==> src/rtl/dmem_access_unit_pkg.sv <==
// Shared encodings for the data-memory access front end:
// funct3 memory data types, sequencer states and the misalign test.
package dmem_access_unit_pkg;

   localparam logic [2:0] MDT_B  = 3'b000;
   localparam logic [2:0] MDT_H  = 3'b001;
   localparam logic [2:0] MDT_W  = 3'b010;
   localparam logic [2:0] MDT_BU = 3'b100;
   localparam logic [2:0] MDT_HU = 3'b101;

   localparam logic [31:0] DATA_ZERO = 32'h0000_0000;

   typedef enum logic [2:0] {
      ST_IDLE = 3'd0,
      ST_RD1  = 3'd1,
      ST_WR0  = 3'd2,
      ST_WR1  = 3'd3,
      ST_DONE = 3'd4
   } dmem_state_e;

   function automatic logic is_misaligned(
      input logic [2:0] dt,
      input logic [1:0] off
   );
      logic r;
      r = 1'b0;
      case (dt)
         MDT_H, MDT_HU: r = off[0];
         MDT_W:         r = (off != 2'b00);
         default:       r = 1'b0;
      endcase
      return r;
   endfunction

endpackage

==> src/rtl/dmem_access_unit_byte_align.sv <==
// Combinational 64-bit window logic: extract/extend a misaligned
// load and merge misaligned store bytes into the two covering words.
module dmem_byte_align
   import dmem_access_unit_pkg::*;
#(
   parameter int WIDTH = 32
) (
   input  logic [WIDTH-1:0] w0_i,
   input  logic [WIDTH-1:0] w1_i,
   input  logic [WIDTH-1:0] wdata_i,
   input  logic [1:0]       off_i,
   input  logic [2:0]       type_i,
   output logic [WIDTH-1:0] load_o,
   output logic [WIDTH-1:0] lo_o,
   output logic [WIDTH-1:0] hi_o
);

   localparam int DW = 2 * WIDTH;

   logic [DW-1:0] pair;
   logic [DW-1:0] shifted;
   logic [DW-1:0] mask;
   logic [DW-1:0] ins;
   logic [DW-1:0] merged;
   logic [4:0]    sh;
   logic          is_half;
   logic          ext;

   always_comb begin
      is_half = (type_i == MDT_H) || (type_i == MDT_HU);
      pair    = {w1_i, w0_i};
      sh      = {off_i, 3'b000};
      shifted = pair >> sh;
      ext     = (type_i == MDT_HU) ? 1'b0 : shifted[15];
      load_o  = shifted[WIDTH-1:0];
      if (is_half) begin
         load_o = {{(WIDTH-16){ext}}, shifted[15:0]};
      end
      // Byte-lane mask covering the n bytes being stored.
      mask = '0;
      if (is_half) begin
         mask[15:0] = '1;
      end else begin
         mask[WIDTH-1:0] = '1;
      end
      mask = mask << sh;
      ins = '0;
      ins[WIDTH-1:0] = wdata_i;
      ins = ins << sh;
      merged = (pair & ~mask) | (ins & mask);
      lo_o   = merged[WIDTH-1:0];
      hi_o   = merged[DW-1:WIDTH];
   end

endmodule

==> src/rtl/dmem_access_unit.sv <==
// Load/store front end to data memory. Define MISALIGN_SPLIT_EN to split
// misaligned H/W accesses into aligned words; otherwise they fault.
module dmem_access_unit
   import dmem_access_unit_pkg::*;
#(
   parameter int WIDTH      = 32,
   parameter int DMEM_DEPTH = 4096
) (
   input  logic             CPU_clk,
   input  logic             CPU_rst_n,
   input  logic             MemRead,
   input  logic             MemWrite,
   input  logic [2:0]       MemDataType,
   input  logic [WIDTH-1:0] ALUResult_Addr,
   input  logic [WIDTH-1:0] WriteData,
   output logic [WIDTH-1:0] ReadData,
   output logic             Stall,
   output logic             MisalignFault,
   output logic             dmem_MemRead,
   output logic             dmem_MemWrite,
   output logic [2:0]       dmem_MemDataType,
   output logic [WIDTH-1:0] dmem_Addr,
   output logic [WIDTH-1:0] dmem_WriteData,
   input  logic [WIDTH-1:0] dmem_ReadData
);

   // Dual requests and undefined types are never split or faulted.
   logic misalign;
   assign misalign = CPU_rst_n && (MemRead ^ MemWrite) &&
                     is_misaligned(MemDataType, ALUResult_Addr[1:0]);

`ifdef MISALIGN_SPLIT_EN

   localparam int BYTE_RANGE = $clog2(4 * DMEM_DEPTH);
   localparam logic [BYTE_RANGE-3:0] WIDX_ONE = 1;

   dmem_state_e state_q, state_d;

   logic [WIDTH-1:0]      w0_q, w0_d;
   logic [WIDTH-1:0]      w1_q, w1_d;
   logic [WIDTH-1:0]      a0, a1;
   logic [WIDTH-1:0]      load_data;
   logic [WIDTH-1:0]      mrg_lo, mrg_hi;
   logic [BYTE_RANGE-3:0] widx, widx_n;

   dmem_byte_align #(.WIDTH(WIDTH)) u_align (
      .w0_i    (w0_q),
      .w1_i    (w1_q),
      .wdata_i (WriteData),
      .off_i   (ALUResult_Addr[1:0]),
      .type_i  (MemDataType),
      .load_o  (load_data),
      .lo_o    (mrg_lo),
      .hi_o    (mrg_hi)
   );

   // Word index wraps inside the memory, so A1 of the last word is 0.
   always_comb begin
      widx   = ALUResult_Addr[BYTE_RANGE-1:2];
      widx_n = widx + WIDX_ONE;
      a0 = '0;
      a0[BYTE_RANGE-1:0] = {widx, 2'b00};
      a1 = '0;
      a1[BYTE_RANGE-1:0] = {widx_n, 2'b00};
   end

   always_ff @(posedge CPU_clk or negedge CPU_rst_n) begin
      if (!CPU_rst_n) begin
         state_q <= ST_IDLE;
         w0_q    <= '0;
         w1_q    <= '0;
      end else begin
         state_q <= state_d;
         w0_q    <= w0_d;
         w1_q    <= w1_d;
      end
   end

   always_comb begin
      state_d          = state_q;
      w0_d             = w0_q;
      w1_d             = w1_q;
      dmem_MemRead     = MemRead;
      dmem_MemWrite    = MemWrite;
      dmem_MemDataType = MemDataType;
      dmem_Addr        = ALUResult_Addr;
      dmem_WriteData   = WriteData;
      ReadData         = dmem_ReadData;
      Stall            = 1'b0;
      MisalignFault    = 1'b0;
      unique case (state_q)
         ST_IDLE: begin
            if (misalign) begin
               dmem_MemRead     = 1'b1;
               dmem_MemWrite    = 1'b0;
               dmem_MemDataType = MDT_W;
               dmem_Addr        = a0;
               Stall            = 1'b1;
               w0_d             = dmem_ReadData;
               state_d          = ST_RD1;
            end
         end
         ST_RD1: begin
            dmem_MemRead     = 1'b1;
            dmem_MemWrite    = 1'b0;
            dmem_MemDataType = MDT_W;
            dmem_Addr        = a1;
            Stall            = 1'b1;
            w1_d             = dmem_ReadData;
            state_d          = MemWrite ? ST_WR0 : ST_DONE;
         end
         ST_WR0: begin
            dmem_MemRead     = 1'b0;
            dmem_MemWrite    = 1'b1;
            dmem_MemDataType = MDT_W;
            dmem_Addr        = a0;
            dmem_WriteData   = mrg_lo;
            Stall            = 1'b1;
            state_d          = ST_WR1;
         end
         ST_WR1: begin
            dmem_MemRead     = 1'b0;
            dmem_MemWrite    = 1'b1;
            dmem_MemDataType = MDT_W;
            dmem_Addr        = a1;
            dmem_WriteData   = mrg_hi;
            Stall            = 1'b1;
            state_d          = ST_DONE;
         end
         ST_DONE: begin
            dmem_MemRead  = 1'b0;
            dmem_MemWrite = 1'b0;
            if (MemRead) begin
               ReadData = load_data;
            end
            state_d = ST_IDLE;
         end
         default: begin
            state_d = ST_IDLE;
         end
      endcase
   end

`else

   logic unused_ok;
   assign unused_ok = &{1'b0, CPU_clk, DMEM_DEPTH[0]};

   always_comb begin
      dmem_MemRead     = MemRead;
      dmem_MemWrite    = MemWrite;
      dmem_MemDataType = MemDataType;
      dmem_Addr        = ALUResult_Addr;
      dmem_WriteData   = WriteData;
      ReadData         = dmem_ReadData;
      Stall            = 1'b0;
      MisalignFault    = 1'b0;
      if (misalign) begin
         MisalignFault = 1'b1;
         dmem_MemRead  = 1'b0;
         dmem_MemWrite = 1'b0;
         ReadData      = WIDTH'(DATA_ZERO);
      end
   end

`endif

endmodule
==> config.mk <==
export PLATFORM = sky130hd
export DESIGN_NAME = dmem_access_unit
export DESIGN_NICKNAME = d
export VERILOG_FILES = /design/src/rtl/dmem_access_unit_pkg.sv /design/src/rtl/dmem_access_unit_byte_align.sv /design/src/rtl/dmem_access_unit.sv
export SDC_FILE = /design/constraint.sdc
export NUM_CORES = 1
export LEC_CHECK = 0
export ABC_AREA = 1
export ABC_CLOCK_PERIOD_IN_PS = 4300
export BUFFER_PORTS_ARGS = -buffer_cell sky130_fd_sc_hd__buf_2
export CAP_MARGIN = 40
export CORE_AREA = 4 4 78 80
export DETAILED_ROUTE_END_ITERATION = 10
export DIE_AREA = 0 0 82 84
export PLACE_DENSITY = 0.62
export SETUP_SLACK_MARGIN = 0.02
export SLEW_MARGIN = 5
export SYNTH_ARGS = -nofsm -noshare
export SYNTH_HDL_FRONTEND = slang
export SYNTH_SLANG_ARGS = --single-unit
==> constraint.sdc <==
create_clock -name vclk -period 4.3
set_clock_uncertainty 0.15 [all_clocks]
set_input_delay 1.29 -clock vclk [all_inputs]
set_output_delay 1.29 -clock vclk [all_outputs]
set_load 0.05 [all_outputs]
==> results by group, run 1 <==
Synthesis
  – Net count after synthesis: 256
  – Synth top cells by count: buf_4 (68), inv_1 (36), nor2_1 (35)
  – Top post-synthesis cells by area: buf_4 (59%), inv_1 (16%), nor2_1 (15%)
  – Most area-hungry cell type in the Yosys netlist: buf_4
  – Share of the synthesized area in the top cell type: 0.590
  – Avg Synthesized Cell Area: 5.66 sq um
  – Cells after Synth: roughly 150
  – Distinct cells, synth: 10
  – Register area share after synthesis: 0
  – Top-count cell post-synth: buf_4
  – Yosys warnings: 0
  – Mapped Area: between 800 and 900 sq um

Routing
  – WL final: a little over 2000 um
  – First drt pass iteration count: 2
  – Via-to-Cell Ratio: ~3.1
  – DR WL met3: ~370 um
  – M1 WL: between 600 and 700 um
  – Top routing layer in use: met4
  – DR iter-0 viols: 22
  – Total number of vias: between 700 and 800
  – # DRC: 0
  – Wire length on met2: between 900 and 1000 um
  – Post-route ant nets: 0
  – Wirelength per Cell: roughly 8.6 um

Setup path
  – Slowest CP cell: buf_2
  – Critical Path End Type: output port
  – CP max FO: 15
  – CP Launch Type: primary input
  – CP delay by family, top: buffers and inverters
  – Critical path's largest stage delay: just under 0.3 ns
  – Worst-path cell chain: buf_2 > o21ai_1 > nand2_1 > nor2_4 > buf_4 > buf_2
  – CP Buf/Inv Count: 3
  – Critical path's most frequent cell: buf_2
  – Worst Path Arrival: around 2.3 ns
  – CP required: around 2.9 ns
  – Number of cells on the critical path: 6
  – CP Class: in -> out

Final layout
  – FILL cells: ~650
  – FF+latch area: 0 sq um
  – Clock Buffer Count: 0
  – FFs & Latches: 0
  – Nets: between 200 and 300
  – Synthesis-to-finish area growth: -3.61%
  – Share of cells above drive strength 1: 0.521
  – Final Cell Area: 835 sq um
  – Antenna Cells: 0

Pwr
  – PwrDens: around 190 nW/um^2
  – NetSw: about 120 uW
  – Internal Power: approximately 39 uW
  – Clock Power Share: 0
  – Sequential Power Share: 0
  – Sw Share: 0.749
  – Combinational power share: 1.000
  – Leakage: approximately 0.00061 uW
  – Max IR drop VDD: about 46 uV

GRT
  – GR Overflow Total: 0
  – Largest net degree at the start of global routing: 16
  – Global-route wire length before repair: around 3000 um
  – Vias in the first global route: between 600 and 700
  – GRT Resource Usage Total: 0.0521
  – Initial antenna violation count: 0

STA
  – Fmax: 271 MHz
  – Setup TNS Final: 0 ns
  – Finish-stage setup viols: 0
  – Final hold slack: between 2 and 2.5 ns
  – RSZ-0062 raised after global routing: no
  – Max-slew violation count: 0
  – Min cycle time layout: 3.69 ns
  – Hold Vio Cnt, Final: 0
  – Fin crit share: 0.858
  – Worst setup margin: slightly above 0.6 ns

Placement
  – Worst slack, placed: between 0.5 and 0.6 ns
  – Area after DPL: 835 sq um
  – IO Port Bufs: 80
  – DP HPWL: approximately 1800 um
  – GP Congestion: between 0.5 and 0.6

Floorplan
  – Initial core utilization: 0.160
  – Die Ht: 84 um
  – Die width: just over 80 um
  – # IOs: roughly 200
  – Std-Cell Rows: 27
  – Core region area: between 5000 and 6000 sq um
  – Die area: 6890 sq um

Clock tree
  – Setup bufs post-CTS: 0
  – PostCTS Resize Cnt: 0
  – Hold-fix buffers, CTS: 0

Worst hold path
  – Cells on Worst Hold Path: 0
  – Hold WC Path Type: in -> out

Status
  – Outcome: finished, final reports clean

Run
  – Max-Cap Viols: 0
logic make-up (layout without fill, tap and decap cells):
family,after synthesis,after routing,synth area share
AOI/OAI and AO/OA,1,1,0.00577
buffers and inverters,107,119,0.785
and+or+nand+nor,44,44,0.205
other,1,1,0.00433
path summary, 6_finish.rpt:
| kind | start | endpoint |
|---|---|---|
| hold / removal | ALUResult_Addr[23] | dmem_Addr[23] |
| setup / recovery | MemDataType[0] | MisalignFault |
final cells by class:
type	count	area (sq um)	area share
tap	72	90.1	0.108
inverter	36	135	0.162
timing repair buffer	83	423	0.507
multi-input combinational	46	186	0.223
power by group through the flow:
stage	clock network (uW)	registers (uW)	logic, uW
floorplan	0	0	274
global placement	0	0	156
detailed placement	0	0	157
CTS	0	0	157
global route	0	0	166
finish	0	0	155
per-stage QoR:
stage	std cells	util	total power (uW)
floorplan	153	-	274
global placement	237	0.154	156
detailed placement	237	0.154	157
CTS	237	0.154	157
global route	237	0.154	166
finish	237	0.154	155
cells in the final DEF (no fill, tap or decap), drive strengths merged:
cell    n
o21ai   1
conb    1
buf    83
nand2   7
nor2   37
inv    36
metal layers:
layer  vias to the layer above  global-route usage
met5                         -                   0
met4                         0              0.0302
met3                        18              0.0313
met2                        64              0.0816
met1                       276              0.0519
li1                        376                   -
No activity file was read; power rests on OpenSTA's default activity.
==> run 2: changes to the inputs <==
--- a/constraint.sdc
+++ b/constraint.sdc
@@ -4,2 +4,2 @@
 set_output_delay 1.29 -clock vclk [all_outputs]
-set_load 0.05 [all_outputs]
+set_load 0.01 [all_outputs]
==> results by group, run 2 (same netlist as run 1, synthesis figures left out) <==
GRT
  – Vias in the first global route: approximately 670
  – GRT Resource Usage Total: 0.0523
  – Initial antenna violation count: 0
  – Global-route wire length before repair: 2970 um
  – Largest net degree at the start of global routing: 23
  – GR Overflow Total: 0

Clock tree
  – PostCTS Resize Cnt: 0
  – Hold-fix buffers, CTS: 0
  – Setup bufs post-CTS: 0

Final layout
  – Leading cell type in the layout, fill and taps excluded: buf_2
  – FFs & Latches: 0
  – FF+latch area: 0 sq um
  – FILL cells: ~650
  – Share of cells above drive strength 1: 0.518
  – Most frequent cells in the layout: buf_2 (80), inv_1 (36), nor2_1 (35)
  – Clock Buffer Count: 0
  – Nets: approximately 270
  – Synthesis-to-finish area growth: -4.48%
  – Antenna Cells: 0

Routing
  – # DRC: 0
  – WL final: between 2000 and 2500 um
  – Total number of vias: 730
  – First drt pass iteration count: 4
  – Post-route ant nets: 0
  – Via-to-Cell Ratio: a little over 3
  – DR iter-0 viols: 10
  – Wirelength per Cell: around 8.7 um

Pwr
  – Max IR drop VDD: 23.1 uV
  – PwrDens: between 90 and 100 nW/um^2
  – Power after layout: roughly 79 uW
  – Leakage: ~0.00061 uW

Floorplan
  – Die area: between 6000 and 7000 sq um
  – Die width: roughly 82 um
  – Std-Cell Rows: 27
  – Core region area: around 5400 sq um
  – # IOs: 206
  – Initial core utilization: 0.160
  – Die Ht: ~84 um

Setup path
  – CP required: approximately 2.9 ns
  – CP Launch Type: primary input
  – CP max FO: 22
  – Critical Path End Type: output port
  – Worst Path Arrival: about 2.2 ns
  – CP Class: in -> out

Worst hold path
  – Hold WC Path Type: in -> out

STA
  – Max-slew violation count: 0
  – Min cycle time layout: 3.64 ns
  – Setup TNS Final: 0 ns
  – Fin crit share: 0.846
  – Final hold slack: roughly 2.4 ns
  – Worst setup margin: ~0.66 ns
  – Finish-stage setup viols: 0
  – Hold Vio Cnt, Final: 0
  – RSZ-0062 raised after global routing: no
  – Fmax: 275 MHz

Placement
  – Worst slack, placed: around 0.64 ns
  – DP HPWL: around 1800 um
  – GP Congestion: 0.541
  – IO Port Bufs: 80

Run
  – Max-Cap Viols: 0

Status
  – Outcome: finished, final reports clean
-- run 2: per-stage QoR --
step           cells  instance area [sq um]   util
2_1_floorplan    153                    866      -
3_3_place_gp     236                    827  0.153
3_5_place_dp     236                    827  0.153
4_1_cts          236                    827  0.153
5_1_grt          236                    827  0.153
6_report         236                    827  0.153
-- run 2: where the power goes --
group,total (uW),internal (uW),switching [uW]
Combinational,78.9,38.2,40.7
Clock,0,0,0
Sequential,0,0,0
Total,78.9,38.2,40.7
-- run 2: critical path, stage by stage --
cell	delay, ns
buf_2	0.11
o21ai_1	0.12
nand2_1	0.10
nor2_4	0.11
buf_4	0.24
nor2_1	0.08
buf_2	0.14
-- run 2: path summary, 6_finish.rpt --
check             slack, ns  cells past startpoint             to                from
setup / recovery       0.66                      7   ReadData[29]      MemDataType[0]
hold / removal         2.43                      0  dmem_Addr[14]  ALUResult_Addr[14]
-- run 2: cell type report --
type                            instances  area (sq um)  share of cell area
Timing Repair Buffer                   82           415               0.502
Multi-Input combinational cell         46           186               0.225
Inverter                               36           135               0.163
Tap cell                               72          90.1               0.109
-- run 2: routing by layer --
layer | up-vias | wire [um] | track usage
li1 | 373 | - | -
met1 | 275 | 633 | 0.0513
met2 | 64 | 929 | 0.0816
met3 | 18 | 371 | 0.0335
met4 | 0 | 114 | 0.0302
met5 | - | 0 | 0
==> run 3: changes to the inputs <==
Settings changed: ABC_CLOCK_PERIOD_IN_PS 4300 to 3400, CORE_AREA 4 4 78 80 to 4 4 79 81, DIE_AREA 0 0 82 84 to 0 0 83 85, PLACE_DENSITY 0.62 to 0.61.
Clock period 4.3 ns to 3.4 ns, I/O delays scaled along.
==> results by group, run 3 (same netlist as run 1, synthesis figures left out) <==
STA
  – Fmax: 327 MHz
  – Setup TNS Final: 0 ns
  – Min cycle time layout: a little over 3 ns
  – RSZ-0062 raised after global routing: no
  – Final hold slack: around 1.9 ns
  – Max-slew violation count: 0
  – Fin crit share: 0.899
  – Finish-stage setup viols: 0
  – Hold Vio Cnt, Final: 0

GRT
  – GR Overflow Total: 0
  – Global-route wire length before repair: about 4100 um
  – Largest net degree at the start of global routing: 32
  – Initial antenna violation count: 2
  – GRT Resource Usage Total: 0.0707
  – Vias in the first global route: ~800

Final layout
  – Antenna Cells: 0
  – Most frequent cells in the layout: buf_2 (80), inv_1 (36), nor2_1 (35)
  – Synthesis-to-finish area growth: -3.03%
  – Final Util: 0.153
  – FF+latch area: 0 sq um
  – Share of cells above drive strength 1: 0.518
  – Leading cell type in the layout, fill and taps excluded: buf_2
  – Multi-input logic area: ~190 sq um
  – Clock Buffer Count: 0
  – FILL cells: approximately 660
  – Nets: roughly 270
  – FFs & Latches: 0

Setup path
  – Critical Path End Type: output port
  – Number of cells on the critical path: 9
  – Slowest CP cell: buf_12
  – CP delay by family, top: buffers and inverters
  – CP Launch Type: primary input
  – CP Class: in -> out
  – Worst Path Arrival: approximately 1.9 ns
  – CP max FO: 31
  – Worst setup startpoint: MemWrite
  – Worst-path cell chain: buf_2 > inv_1 > nand2_1 > nand2_1 > nand2_2 > nor2_4 > buf_12 > nor2_1 > buf_2
  – Worst setup path endpoint: ReadData[9]
  – CP required: roughly 2.2 ns
  – CP Buf/Inv Count: 4
  – Critical path's largest stage delay: 0.19 ns

Routing
  – First drt pass iteration count: 1
  – # DRC: 0
  – WL final: around 2700 um
  – Via-to-Cell Ratio: about 3.4
  – DR iter-0 viols: 0
  – Total number of vias: between 800 and 900
  – Wirelength per Cell: around 11 um
  – Post-route ant nets: 0

Pwr
  – PwrDens: 123 nW/um^2
  – Max IR drop VDD: 23.1 uV
  – Leakage: between 0.0006 and 0.0007 uW
  – Power after layout: 103 uW

Worst hold path
  – Hold WC Path Type: in -> out

Floorplan
  – # IOs: a little over 200
  – Die width: ~83 um
  – Std-Cell Rows: 27
  – Die Ht: ~85 um
  – Core region area: around 5500 sq um
  – Initial core utilization: 0.158
  – Die area: between 7000 and 8000 sq um

Clock tree
  – PostCTS Resize Cnt: 0
  – Hold-fix buffers, CTS: 0
  – Setup bufs post-CTS: 0

Placement
  – DP HPWL: approximately 2500 um
  – GP Congestion: approximately 0.7
  – IO Port Bufs: 80

Run
  – Max-Cap Viols: 0

Status
  – Outcome: finished, final reports clean
run 3: cell counts in the layout (fill, tap and decap cells not counted):
No cell type changed its count.
run 3: final cells by class:
class / count / area share
inverter: 36 / 0.161
multi-input combinational: 46 / 0.222
tap: 72 / 0.107
timing repair buffer: 82 / 0.510
run 3: how the worst min path moves through the flow:
| stage | from | slack, ns | end | cells after the start |
|---|---|---|---|---|
| after floorplan | dmem_ReadData[0] | 1.98 | ReadData[0] | 2 |
| after global placement | ALUResult_Addr[17] | 1.89 | dmem_Addr[17] | 0 |
| after detailed placement | ALUResult_Addr[17] | 1.89 | dmem_Addr[17] | 0 |
| after CTS | ALUResult_Addr[17] | 1.89 | dmem_Addr[17] | 0 |
| after global routing | ALUResult_Addr[14] | 1.89 | dmem_Addr[14] | 0 |
| final | ALUResult_Addr[14] | 1.89 | dmem_Addr[14] | 0 |
run 3: layer usage:
metal / vias to the layer above / GRT usage / share of wire
met2: 103 / 0.114 / 0.43
li1: 375 / - / -
met1: 297 / 0.0566 / 0.26
met5: - / 0 / 0.0096
met4: 4 / 0.0357 / 0.057
met3: 24 / 0.0689 / 0.24
run 3: where the power goes:
group / switching [uW] / leakage (uW) / internal, uW / total (uW)
registers: 0 / 0 / 0 / 0
clock network: 0 / 0 / 0 / 0
logic: 53.5 / 0.000613 / 49.5 / 103
run 3: through the flow:
step                cell area, sq um  setup WS [ns]  instances
floorplan                        866          0.580        153
global placement                 840          0.320        236
detailed placement               840          0.306        236
CTS                              840          0.305        236
global route                     840          0.199        236
finish                           840          0.342        236
